$ cat src/rtl/led_blink_if.sv
// Request/status bundle between a blink controller and led_blink_driver.
// The controller side drives the request and watches status and the pin;
// the driver side consumes the request and produces status and the pin.
interface led_blink_if #(
  parameter int COUNT_W = 4
) ();

  logic               start;
  logic [COUNT_W-1:0] blink_count;
  logic               cancel;
  logic               busy;
  logic               done;
  logic               led_out;

  modport master (
    output start,
    output blink_count,
    output cancel,
    input  busy,
    input  done,
    input  led_out
  );

  modport slave (
    input  start,
    input  blink_count,
    input  cancel,
    output busy,
    output done,
    output led_out
  );

endinterface

$ cat src/rtl/led_blink_driver.sv
// LED blink sequencer: a one-cycle start request with a blink count turns into
// that many on/off periods on the LED pin, with busy while running and a
// one-cycle done on normal completion. cancel aborts silently; reset forces
// the LED dark immediately.
module led_blink_driver #(
  parameter int CLK_HZ         = 12_000_000,
  parameter int ON_MS          = 100,
  parameter int OFF_MS         = 100,
  parameter int COUNT_W        = 4,
  parameter int LED_ACTIVE_LOW = 1
) (
  input  logic       clk,
  input  logic       rst_n,
  led_blink_if.slave bus
);

  // Period lengths in clock cycles; both are assumed to be at least 1.
  localparam int ON_CYCLES  = CLK_HZ / 1000 * ON_MS;
  localparam int OFF_CYCLES = CLK_HZ / 1000 * OFF_MS;
  localparam int MAX_CYCLES = (ON_CYCLES > OFF_CYCLES) ? ON_CYCLES : OFF_CYCLES;
  localparam int CNT_W      = $clog2(MAX_CYCLES + 1);

  // Terminal counts: the counter runs 0 .. N-1 inside a period.
  localparam logic [CNT_W-1:0] ON_LAST  = CNT_W'(ON_CYCLES - 1);
  localparam logic [CNT_W-1:0] OFF_LAST = CNT_W'(OFF_CYCLES - 1);

  localparam logic [COUNT_W-1:0] REM_ONE  = COUNT_W'(1);
  localparam logic [COUNT_W-1:0] REM_ZERO = '0;

  // Pin inversion applied to the registered lit state.
  localparam logic PIN_INV = (LED_ACTIVE_LOW != 0);

  typedef enum logic [1:0] {
    S_IDLE   = 2'd0,
    S_ON     = 2'd1,
    S_OFF    = 2'd2,
    S_FINISH = 2'd3
  } state_t;

  state_t             state_q,     state_d;
  logic [CNT_W-1:0]   cnt_q,       cnt_d;
  logic [COUNT_W-1:0] remaining_q, remaining_d;
  logic               lit_q,       lit_d;
  logic               busy_q,      busy_d;
  logic               done_q,      done_d;

  // State, counters and registered outputs; reset darkens the LED at once.
  always_ff @(posedge clk or negedge rst_n) begin
    if (!rst_n) begin
      state_q     <= S_IDLE;
      cnt_q       <= '0;
      remaining_q <= '0;
      lit_q       <= 1'b0;
      busy_q      <= 1'b0;
      done_q      <= 1'b0;
    end else begin
      state_q     <= state_d;
      cnt_q       <= cnt_d;
      remaining_q <= remaining_d;
      lit_q       <= lit_d;
      busy_q      <= busy_d;
      done_q      <= done_d;
    end
  end

  // Next-state and next-output logic; outputs are computed one cycle ahead so
  // they appear registered in the same cycle as the state they describe.
  always_comb begin
    state_d     = state_q;
    cnt_d       = cnt_q;
    remaining_d = remaining_q;
    lit_d       = lit_q;
    busy_d      = busy_q;
    done_d      = 1'b0;

    case (state_q)
      S_IDLE: begin
        lit_d  = 1'b0;
        busy_d = 1'b0;
        // cancel in IDLE suppresses a simultaneous start.
        if (bus.start && !bus.cancel) begin
          busy_d = 1'b1;
          cnt_d  = '0;
          if (bus.blink_count == REM_ZERO) begin
            // Zero blinks: acknowledge straight away with a done cycle.
            state_d     = S_FINISH;
            remaining_d = REM_ZERO;
            done_d      = 1'b1;
          end else begin
            state_d     = S_ON;
            remaining_d = bus.blink_count;
            lit_d       = 1'b1;
          end
        end
      end

      S_ON: begin
        if (cnt_q == ON_LAST) begin
          cnt_d   = '0;
          state_d = S_OFF;
          lit_d   = 1'b0;
        end else begin
          cnt_d = cnt_q + CNT_W'(1);
          lit_d = 1'b1;
        end
      end

      S_OFF: begin
        if (cnt_q == OFF_LAST) begin
          cnt_d = '0;
          // Leave before remaining reaches zero so it never wraps.
          if (remaining_q == REM_ONE) begin
            state_d     = S_FINISH;
            remaining_d = REM_ZERO;
            lit_d       = 1'b0;
            done_d      = 1'b1;
          end else begin
            state_d     = S_ON;
            remaining_d = remaining_q - REM_ONE;
            lit_d       = 1'b1;
          end
        end else begin
          cnt_d = cnt_q + CNT_W'(1);
          lit_d = 1'b0;
        end
      end

      S_FINISH: begin
        state_d = S_IDLE;
        lit_d   = 1'b0;
        busy_d  = 1'b0;
      end

      default: begin
        state_d = S_IDLE;
        lit_d   = 1'b0;
        busy_d  = 1'b0;
      end
    endcase

    // Abort from any active state: dark, idle, and no done pulse.
    if (bus.cancel && (state_q != S_IDLE)) begin
      state_d     = S_IDLE;
      cnt_d       = '0;
      remaining_d = REM_ZERO;
      lit_d       = 1'b0;
      busy_d      = 1'b0;
      done_d      = 1'b0;
    end
  end

  assign bus.busy    = busy_q;
  assign bus.done    = done_q;
  assign bus.led_out = lit_q ^ PIN_INV;

endmodule

$ cat src/flat_wrapper.sv
// flat-port wrapper written by rule: the top's interface ports become plain ports
module led_blink_driver_flat 
#(
  parameter int CLK_HZ         = 12_000_000,
  parameter int ON_MS          = 100,
  parameter int OFF_MS         = 100,
  parameter int COUNT_W        = 4,
  parameter int LED_ACTIVE_LOW = 1
)
  (clk, rst_n, bus_start, bus_blink_count, bus_cancel, bus_busy, bus_done, bus_led_out);
  led_blink_if #(.COUNT_W(COUNT_W)) bus_i ();
  input  logic clk;
  input  logic rst_n;
  input wire logic [$bits(bus_i.start)-1:0] bus_start;
  input wire logic [$bits(bus_i.blink_count)-1:0] bus_blink_count;
  input wire logic [$bits(bus_i.cancel)-1:0] bus_cancel;
  output wire logic [$bits(bus_i.busy)-1:0] bus_busy;
  output wire logic [$bits(bus_i.done)-1:0] bus_done;
  output wire logic [$bits(bus_i.led_out)-1:0] bus_led_out;
  assign bus_i.start = bus_start;
  assign bus_i.blink_count = bus_blink_count;
  assign bus_i.cancel = bus_cancel;
  assign bus_busy = bus_i.busy;
  assign bus_done = bus_i.done;
  assign bus_led_out = bus_i.led_out;
  led_blink_driver #(.CLK_HZ(CLK_HZ), .ON_MS(ON_MS), .OFF_MS(OFF_MS), .COUNT_W(COUNT_W), .LED_ACTIVE_LOW(LED_ACTIVE_LOW)) u_core (.clk(clk), .rst_n(rst_n), .bus(bus_i));
endmodule
$ cat config.mk
export PLATFORM = sky130hd
export DESIGN_NAME = led_blink_driver_flat
export DESIGN_NICKNAME = d
export VERILOG_FILES = /design/src/rtl/led_blink_if.sv /design/src/rtl/led_blink_driver.sv /design/src/flat_wrapper.sv
export SDC_FILE = /design/constraint.sdc
export NUM_CORES = 1
export LEC_CHECK = 0
export ABC_AREA = 0
export ABC_CLOCK_PERIOD_IN_PS = 5600
export CAP_MARGIN = 10
export CELL_PAD_IN_SITES_DETAIL_PLACEMENT = 1
export CELL_PAD_IN_SITES_GLOBAL_PLACEMENT = 2
export CORE_ASPECT_RATIO = 1.2
export CORE_UTILIZATION = 40
export DETAILED_ROUTE_END_ITERATION = 8
export PLACE_DENSITY = 0.83
export SKIP_CTS_REPAIR_TIMING = 1
export SLEW_MARGIN = 0
export SYNTH_ARGS = -nofsm -noshare
export SYNTH_HDL_FRONTEND = slang
export SYNTH_SLANG_ARGS = --single-unit
$ cat constraint.sdc
create_clock -name clk -period 5.6 [get_ports clk]
set_input_delay 0.84 -clock clk [delete_from_list [all_inputs] [get_ports clk]]
set_output_delay 0.84 -clock clk [all_outputs]
set_load 0.02 [all_outputs]
# Yosys cells after proc, flatten, opt, wreduce, memory -nomap -nowiden
# Cells that the tools add are included.
# totals
ff_bits	30
inputBits	8
output_inout_bits	3
word_cells	63
# classes
addsub	2
eq_ne	8
n_mux	33
bitwise	1
n_reduce_logical	13
# op_table
cell	n
$mux 21	3
$pmux 21 s2	1
$add 21x1->21 const B	1
$eq 21x21->1 const B	1
$mux 4	5
$mux 1	13
$mux 2	6
$ne 3x1->1 const B	3
$reduce_bool 3->1	3
$pmux 2 s4	1
$pmux 4 s2	1
$reduce_and 3->1	2
$eq 2x2->1 const B	2
$eq 4x1->1 const B	1
$logic_not 4->1	1
$pmux 1 s2	2
$pmux 1 s4	1
$sub 4x1->4 const B	1
$eq 2x1->1 const B	1
$logic_and 1x1->1	2
$logic_not 2->1	1
$reduce_and 2->1	1
$reduce_bool 2->1	1
$reduce_or 2->1	1
other kinds (2)	2

# Logic depth before layout (Yosys ltp)
# Gate-level depths: netlist (run 1).
# depth
depth_word	5
mapped_depth	9
mapped_depth_nobuf	7

# Worst setup path after synthesis (run 1)
# OpenSTA, ideal clock, no wires.
# synth_path
kind	input to register
from	in bus_cancel
to	reg u_core.cnt_q[18]
setup_time_ns	0.128
arrival_time_ns	2.102
required_time_ns	5.472
slack_ns	3.370
stages	5
n_path_buf	0
cell_sequence	nand2b_1 > a2111o_1 > nor4_1 > xnor2_1 > nor2_1
# synth_between
elab_chain_len	4
word_cells_on_any_way	7
classes_between	1 x eq/ne; 1 x mux; 5 x reduce/logical
# synth_rtl
item	line	text
start: declaration	flat_wrapper.sv:16	input wire logic [$bits(bus_i.cancel)-1:0] bus_cancel;
$logic_not 1->1	led_blink_driver.sv:81	if (bus.start && !bus.cancel) begin
$logic_and 1x1->1	led_blink_driver.sv:81	
$ne 3x1->1 (no source line)	--	
$reduce_and 2->1 (no source line)	--	
end signal: assignment	led_blink_driver.sv:58	cnt_q <= cnt_d;
end: declaration	led_blink_driver.sv:41	logic [CNT_W-1:0] cnt_q, cnt_d;
# Parallel ways exist; a longest one is shown, timed or not.
# A chain may end at the register's enable or synchronous reset.

# Worst setup path after layout (run 1)
# Ends and elaborated chain as after synthesis.

==> results of run 1 <==
[routing by layer]
layer  track usage, %  wire, um
met4            7.828        58
met5                0         0
met3            5.539       102
met2            41.22      2336
met1            21.93      1872
[power groups by stage]
stage / Sequential, W / Clock (W) / Combinational [W]
finish: 0.000277 / 0.000175 / 0.000321
detailed placement: 0.000281 / 0 / 0.000321
global placement: 0.000278 / 0 / 0.000308
CTS: 0.000277 / 0.000179 / 0.000322
global route: 0.000282 / 0.000190 / 0.000363
floorplan: 0.000277 / 0 / 0.000238
[layout make-up]
class	instances	area share [%]
inverter	10	1.837
multi-input combinational	155	48.68
sequential	30	36.74
timing repair buffer	11	5.266
clock buffer	6	4.042
tap	56	3.429
[critical path: stages]
cell	delay, ns
clkdlybuf4s50_1	0.54
nand2b_1	0.36
a2111o_1	0.60
nor4_1	0.40
xnor2_1	0.17
nor2_1	0.06
[sequential cells by signal (all words and copies together) (netlist names)]
signal / cells
u_core.bus.busy: 1
u_core.bus.done: 1
u_core.cnt_q: 21
u_core.lit_q: 1
u_core.remaining_q: 4
u_core.state_q: 2
[cell families after synthesis]
logic type      Yosys count  share of synthesized area, %
compound gates           35                         14.03
xor+xnor                 16                         7.778
fa+ha+maj                 7                         4.861
buf+inv                  14                         3.125
flops                    30                         41.67
mux                       3                         1.944
simple gates             94                         26.60
[Yosys cell counts (all sizes together)]
cell type	number	share of area, %
dfrtp	30	42
nor2	28	6.0
nand2	24	5.1
o21ai	13	3.6
inv	10	2.1
nand4	9	3.1
xnor2	9	4.4
nand3	8	2.2
ha	7	4.9
xor2	7	3.4
a21oi	6	1.7
nor3	5	1.4
nor4	5	2.6
clkbuf	3	0.62
a22o	2	0.97
and3	2	0.69
and4	2	0.97
mux2i	2	1.1
nand2b	2	0.69
nor2b	2	0.69
o211ai	2	0.83
o32ai	2	1.4
or3	2	0.69
a2111o	1	0.62
a2111oi	1	1.5
a211oi	1	0.42
a21bo	1	0.56
a21boi	1	0.42
a21o	1	0.42
a221oi	1	0.49
a31oi	1	0.35
and2	1	0.35
buf	1	0.42
mux2	1	0.83
nand3b	1	0.42
nand4b	1	0.49
nor3b	1	0.42
o22ai	1	0.35
o31ai	1	0.42
or4b	1	0.76
[path summary, 6_finish.rpt]
| check | from | endpoint | slack [ns] | cells after the start |
|---|---|---|---|---|
| setup / recovery | bus_cancel | u_core.cnt_q[18] | 2.75 | 6 |
| hold / removal | u_core.cnt_q[1] | u_core.cnt_q[1] | 0.52 | 2 |
| setup reg to reg | u_core.state_q[1] | u_core.remaining_q[3] | 3.17 | 6 |
| hold reg to reg | u_core.cnt_q[1] | u_core.cnt_q[1] | 0.52 | 2 |
| max in group asynchronous | rst_n | u_core.cnt_q[19] | 4.34 | 2 |
| min in group asynchronous | rst_n | u_core.remaining_q[2] | 0.95 | 2 |
[metrics by stage]
| stage | cells | hold slack, ns | power (W) | instance area (um^2) | worst slack [ns] |
|---|---|---|---|---|---|
| final | 268 | 0.5162 | 0.0007723 | 2043 | 2.753 |
| after global routing | 268 | 0.5566 | 0.0008353 | 2043 | 2.605 |
| after CTS | 268 | 0.5163 | 0.0007787 | 2043 | 2.757 |
| after detailed placement | 262 | 0.5027 | 0.0006018 | 1961 | 2.472 |
| after global placement | 262 | 0.4806 | 0.0005865 | 1961 | 2.626 |
| after floorplan | 199 | 0.4645 | 0.0005149 | 1802 | 3.370 |
==> impl_results.md, run 1 <==
- Max clock buf depth: 2
- Max cap viols: 0
- NetSw: 0.0003174 W
- Via density per instance: 5.597
- Remaining global-route overflow: 0
- Die outline height: 75.52 um
- Worst-path clk slew: 0.07 ns
- Mapped Cells: 199
- IO Pins: 11
- First-pass GRT wire length: 7521 um
- Core area: 4294 um^2
- Setup TNS: 0 ns
- Total of fill cells in the finished design: 527
- Cell row count: 26
- Vias in the first global route: 1618
- Register area: 750.7 um^2
- I/O Buffers: 10
- F_max: 351.3 MHz
- Most frequent cells in the layout: 30 x dfrtp_1, 27 x nor2_1, 23 x nand2_1
- CTS tree: yes
- Num Clock Sinks: 30
- Critical path required time: 5.73 ns
- CTS root buf: clkbuf_8
- Status: finished, final reports clean
- Critical path peak fanout: 8
- DRC: 0
- Die Area: 4778 um^2
- Num CTS Buffers: 5
- Final core utilization: 47.58%
- RSZ-0062 raised after global routing: no
- DR pass1 iterations: 4
- Worst Tran Pin Value: 0.7959 ns
- Power per Cell Area: 378.0 nW/um^2
- Layout area overhead: 13.40%
- H-tree depth: 2
- Routed Antenna Nets: 0
- Initial Utilization: 41.96%
- Net Count, Synth: 214
- Antenna Cells: 0
- Hold crit path type: reg -> reg
- Slew Viols, Final: 0
- Flops & latches, synth: 30
- Leakage power figure: 0.8277 nW
- P_int: 0.0004549 W
- Register area share after synthesis: 41.67%
- 1st-iter DRT viols: 83
- Final setup vio count: 0
- Slew HR: 46.45%
- WL per Instance: 16.31 um
- Min Tclk post-route: 2.847 ns
- Critical path type: in -> reg
- Mapped cell area: 1802 um^2
- Final HPWL DP: 3209 um
- Detailed-route via count: 1500
- Initial antenna violation count: 0
- Fin crit share: 50.84%
- Chip width: 63.27 um
- Routed WL: 4370 um
- Clock Latency Late Sink: 0.28 ns
- CP Data Arrival Time: 2.98 ns
- Share of layout cells above drive strength 1: 7.075%
- CP Launch Type: primary input
- Fin Clk Skew: 0.01048 ns
- Nets: 228
- Clk pwr share: 22.6%
- Distinct cells, synth: 44
- Area of the multi-input gates: 994.7 um^2
- Gate power share: 41.5%
- Peak VDD IR: 0.0001503 V
- Yosys warning count: 0
- Fin. Hold Viols: 0
- Sequential share of power: 35.9%
- Sw Share: 41.10%
- Worst Setup End Kind: register
- GP Congestion: 0.8330
- Total GRT Usage: 21.12%
- Mapped Avg Cell Area: 9.054 um^2
- Pin count of the biggest net entering global routing: 31
- Commonest non-fill, non-tap cell in the layout: dfrtp_1
(Power assumes the default switching activity.)
==> run 2: changes to the inputs <==
- ABC_CLOCK_PERIOD_IN_PS: 5600 -> 2870
- CORE_UTILIZATION: 40 -> 37
- PLACE_DENSITY: 0.83 -> 0.78
- clock period: 5.6 -> 2.87 ns (I/O delays scaled with it)
==> impl_results.md, run 2 (same netlist as run 1, synthesis figures left out) <==
- First-pass GRT wire length: 7624 um (was 7521 um)
- F_max: 426.7 MHz
- Overall power: 0.001520 W (was 0.0007723 W)
- CP Data Arrival Time: 2.54 ns (was 2.98 ns)
- Pin count of the biggest net entering global routing: 31 (unchanged)
- Die outline height: 78.44 um (was 75.52 um)
- Critical path type: in -> reg (unchanged)
- Most frequent cells in the layout: 30 x dfrtp_1, 27 x nor2_1, 23 x nand2_1 (unchanged)
- Critical path cell sequence: clkdlybuf4s50_1 > nand2b_1 > a2111oi_4 > nand3_1 > or3_1 > a21oi_1 (was clkdlybuf4s50_1 > nand2b_1 > a2111o_1 > nor4_1 > xnor2_1 > nor2_1)
- Num CTS Buffers: 5 (unchanged)
- Final core utilization: 44.55% (was 47.58%)
- DRC: 0 (unchanged)
- Cell row count: 27 (was 26)
- Initial Utilization: 38.93% (was 41.96%)
- DR pass1 iterations: 4 (unchanged)
- Status: finished, final reports clean (unchanged)
- Peak VDD IR: 0.0002898 V (was 0.0001503 V)
- Final setup vio count: 0 (unchanged)
- RSZ-0062 raised after global routing: no (unchanged)
- Slew HR: 61.25% (was 46.45%)
- Worst-path clk slew: 0.06 ns (was 0.07 ns)
- Largest Register: u_core.cnt_q (unchanged)
- I/O Buffers: 10 (unchanged)
- Met3 routed WL: 125 um (was 102 um)
- Fin. Hold Viols: 0 (unchanged)
- Share of layout cells above drive strength 1: 7.870% (was 7.075%)
- Worst Tran Pin Value: 0.5786 ns (was 0.7959 ns)
- Clock Latency Late Sink: 0.28 ns (about the same)
- Min Tclk post-route: 2.343 ns
- Leakage power figure: 0.8372 nW (was 0.8277 nW)
- Via density per instance: 5.551 (was 5.597)
- Total GRT Usage: 19.74% (was 21.12%)
- Largest register FFs: 21 (unchanged)
- Fin Clk Skew: 0.005867 ns (was 0.01048 ns)
- GP Congestion: 0.8369 (was 0.8330)
- Initial antenna violation count: 0 (unchanged)
- Max cap viols: 0 (unchanged)
- Routed WL: 4516 um (was 4370 um)
- Max Used Layer: met4 (unchanged)
- Largest regs: u_core.cnt_q (21), u_core.remaining_q (4), u_core.state_q (2) (unchanged)
- Core area: 4628 um^2 (was 4294 um^2)
- Vias in the first global route: 1698 (was 1618)
- CTS root buf: clkbuf_8 (unchanged)
- Critical path required time: 3.07 ns (was 5.73 ns)
- 1st-iter DRT viols: 72 (was 83)
- WL per Instance: 16.48 um (was 16.31 um)
- Slowest Stage Delay on Critical Path: 0.54 ns (was 0.60 ns)
- Hold crit path type: reg -> reg (unchanged)
- Chip width: 65.70 um (was 63.27 um)
- H-tree depth: 2 (unchanged)
- Num Clock Sinks: 30 (unchanged)
- Hold slack: 0.5133 ns (was 0.5162 ns)
- Detailed-route via count: 1521 (was 1500)
- Critical path peak fanout: 8 (unchanged)
- Routed Antenna Nets: 0 (unchanged)
- IO Pins: 11 (unchanged)
- Worst Setup End Kind: register (unchanged)
- Layout area overhead: 14.44% (was 13.40%)
- Setup TNS: 0 ns (unchanged)
- Slowest CP cell: clkdlybuf4s50_1 (was a2111o_1)
- Met2 Routed Length: 2361 um (was 2336 um)
- Die Area: 5154 um^2 (was 4778 um^2)
- Final HPWL DP: 3385 um (was 3209 um)
- Fin crit share: 81.65%
- Commonest non-fill, non-tap cell in the layout: dfrtp_1 (unchanged)
- Nets: 231 (was 228)
- Max clock buf depth: 2 (unchanged)
- Slew Viols, Final: 0 (unchanged)
- DRT met1 WL: 1873 um (was 1872 um)
- Antenna Cells: 0 (unchanged)
- Power per Cell Area: 737.4 nW/um^2 (was 378.0 nW/um^2)
- Remaining global-route overflow: 0 (unchanged)
- CTS tree: yes (unchanged)
- CP Launch Type: primary input (unchanged)
[run 2: cell types whose count changed in the layout (fill, tap and decap cells not counted), sizes merged]
cell    before  now
buf          1    4
clkbuf       6    7
[run 2: report_power, final]
group / switching [W] / internal (W) / total (W)
clock network: 0.000145 / 0.000166 / 0.000312
registers: 0.0000539 / 0.000487 / 0.000540
logic: 0.000419 / 0.000250 / 0.000668
total: 0.000618 / 0.000903 / 0.00152
[run 2: worst paths after layout]
check                                      startpoint                     to  slack (ns)  cells past startpoint
worst max-delay path                       bus_cancel       u_core.cnt_q[17]        0.53                      6
worst min-delay path            u_core.remaining_q[1]  u_core.remaining_q[1]        0.51                      2
worst max register to register       u_core.cnt_q[18]           u_core.lit_q        0.74                      5
worst min register to register  u_core.remaining_q[1]  u_core.remaining_q[1]        0.51                      2
max in group asynchronous                       rst_n      u_core.state_q[1]        2.03                      2
min in group asynchronous                       rst_n  u_core.remaining_q[3]        0.54                      2
[run 2: through the flow]
step	worst slack, ns	cell area (um^2)	cells
after floorplan	0.9004	1802	199
after global placement	0.3446	1986	267
after detailed placement	0.2660	1986	267
after CTS	0.5476	2062	274
after global routing	0.4079	2062	274
final	0.5267	2062	274
[run 2: area by class of cell]
type	count	area, um^2
fillers	535	2566
multi-input cells	155	994.7
flip-flops and latches	30	750.7
repair buffers	14	130.1
clock buffers	7	76.32
well taps	58	72.57
inverters	10	37.54
[run 2: per-layer routing]
layer	up-vias	GRT usage [%]
met2	27	35.41
li1	739	-
met1	740	20.15
met4	0	10.87
met3	15	5.233
met5	-	0
[run 2: worst max-delay path: cells and delay by family]
| family | cells | cell delay, ns |
|---|---|---|
| buffers and inverters | 1 | 0.54 |
| AOI/OAI and AO/OA | 2 | 0.67 |
| and+or+nand+nor | 3 | 0.90 |
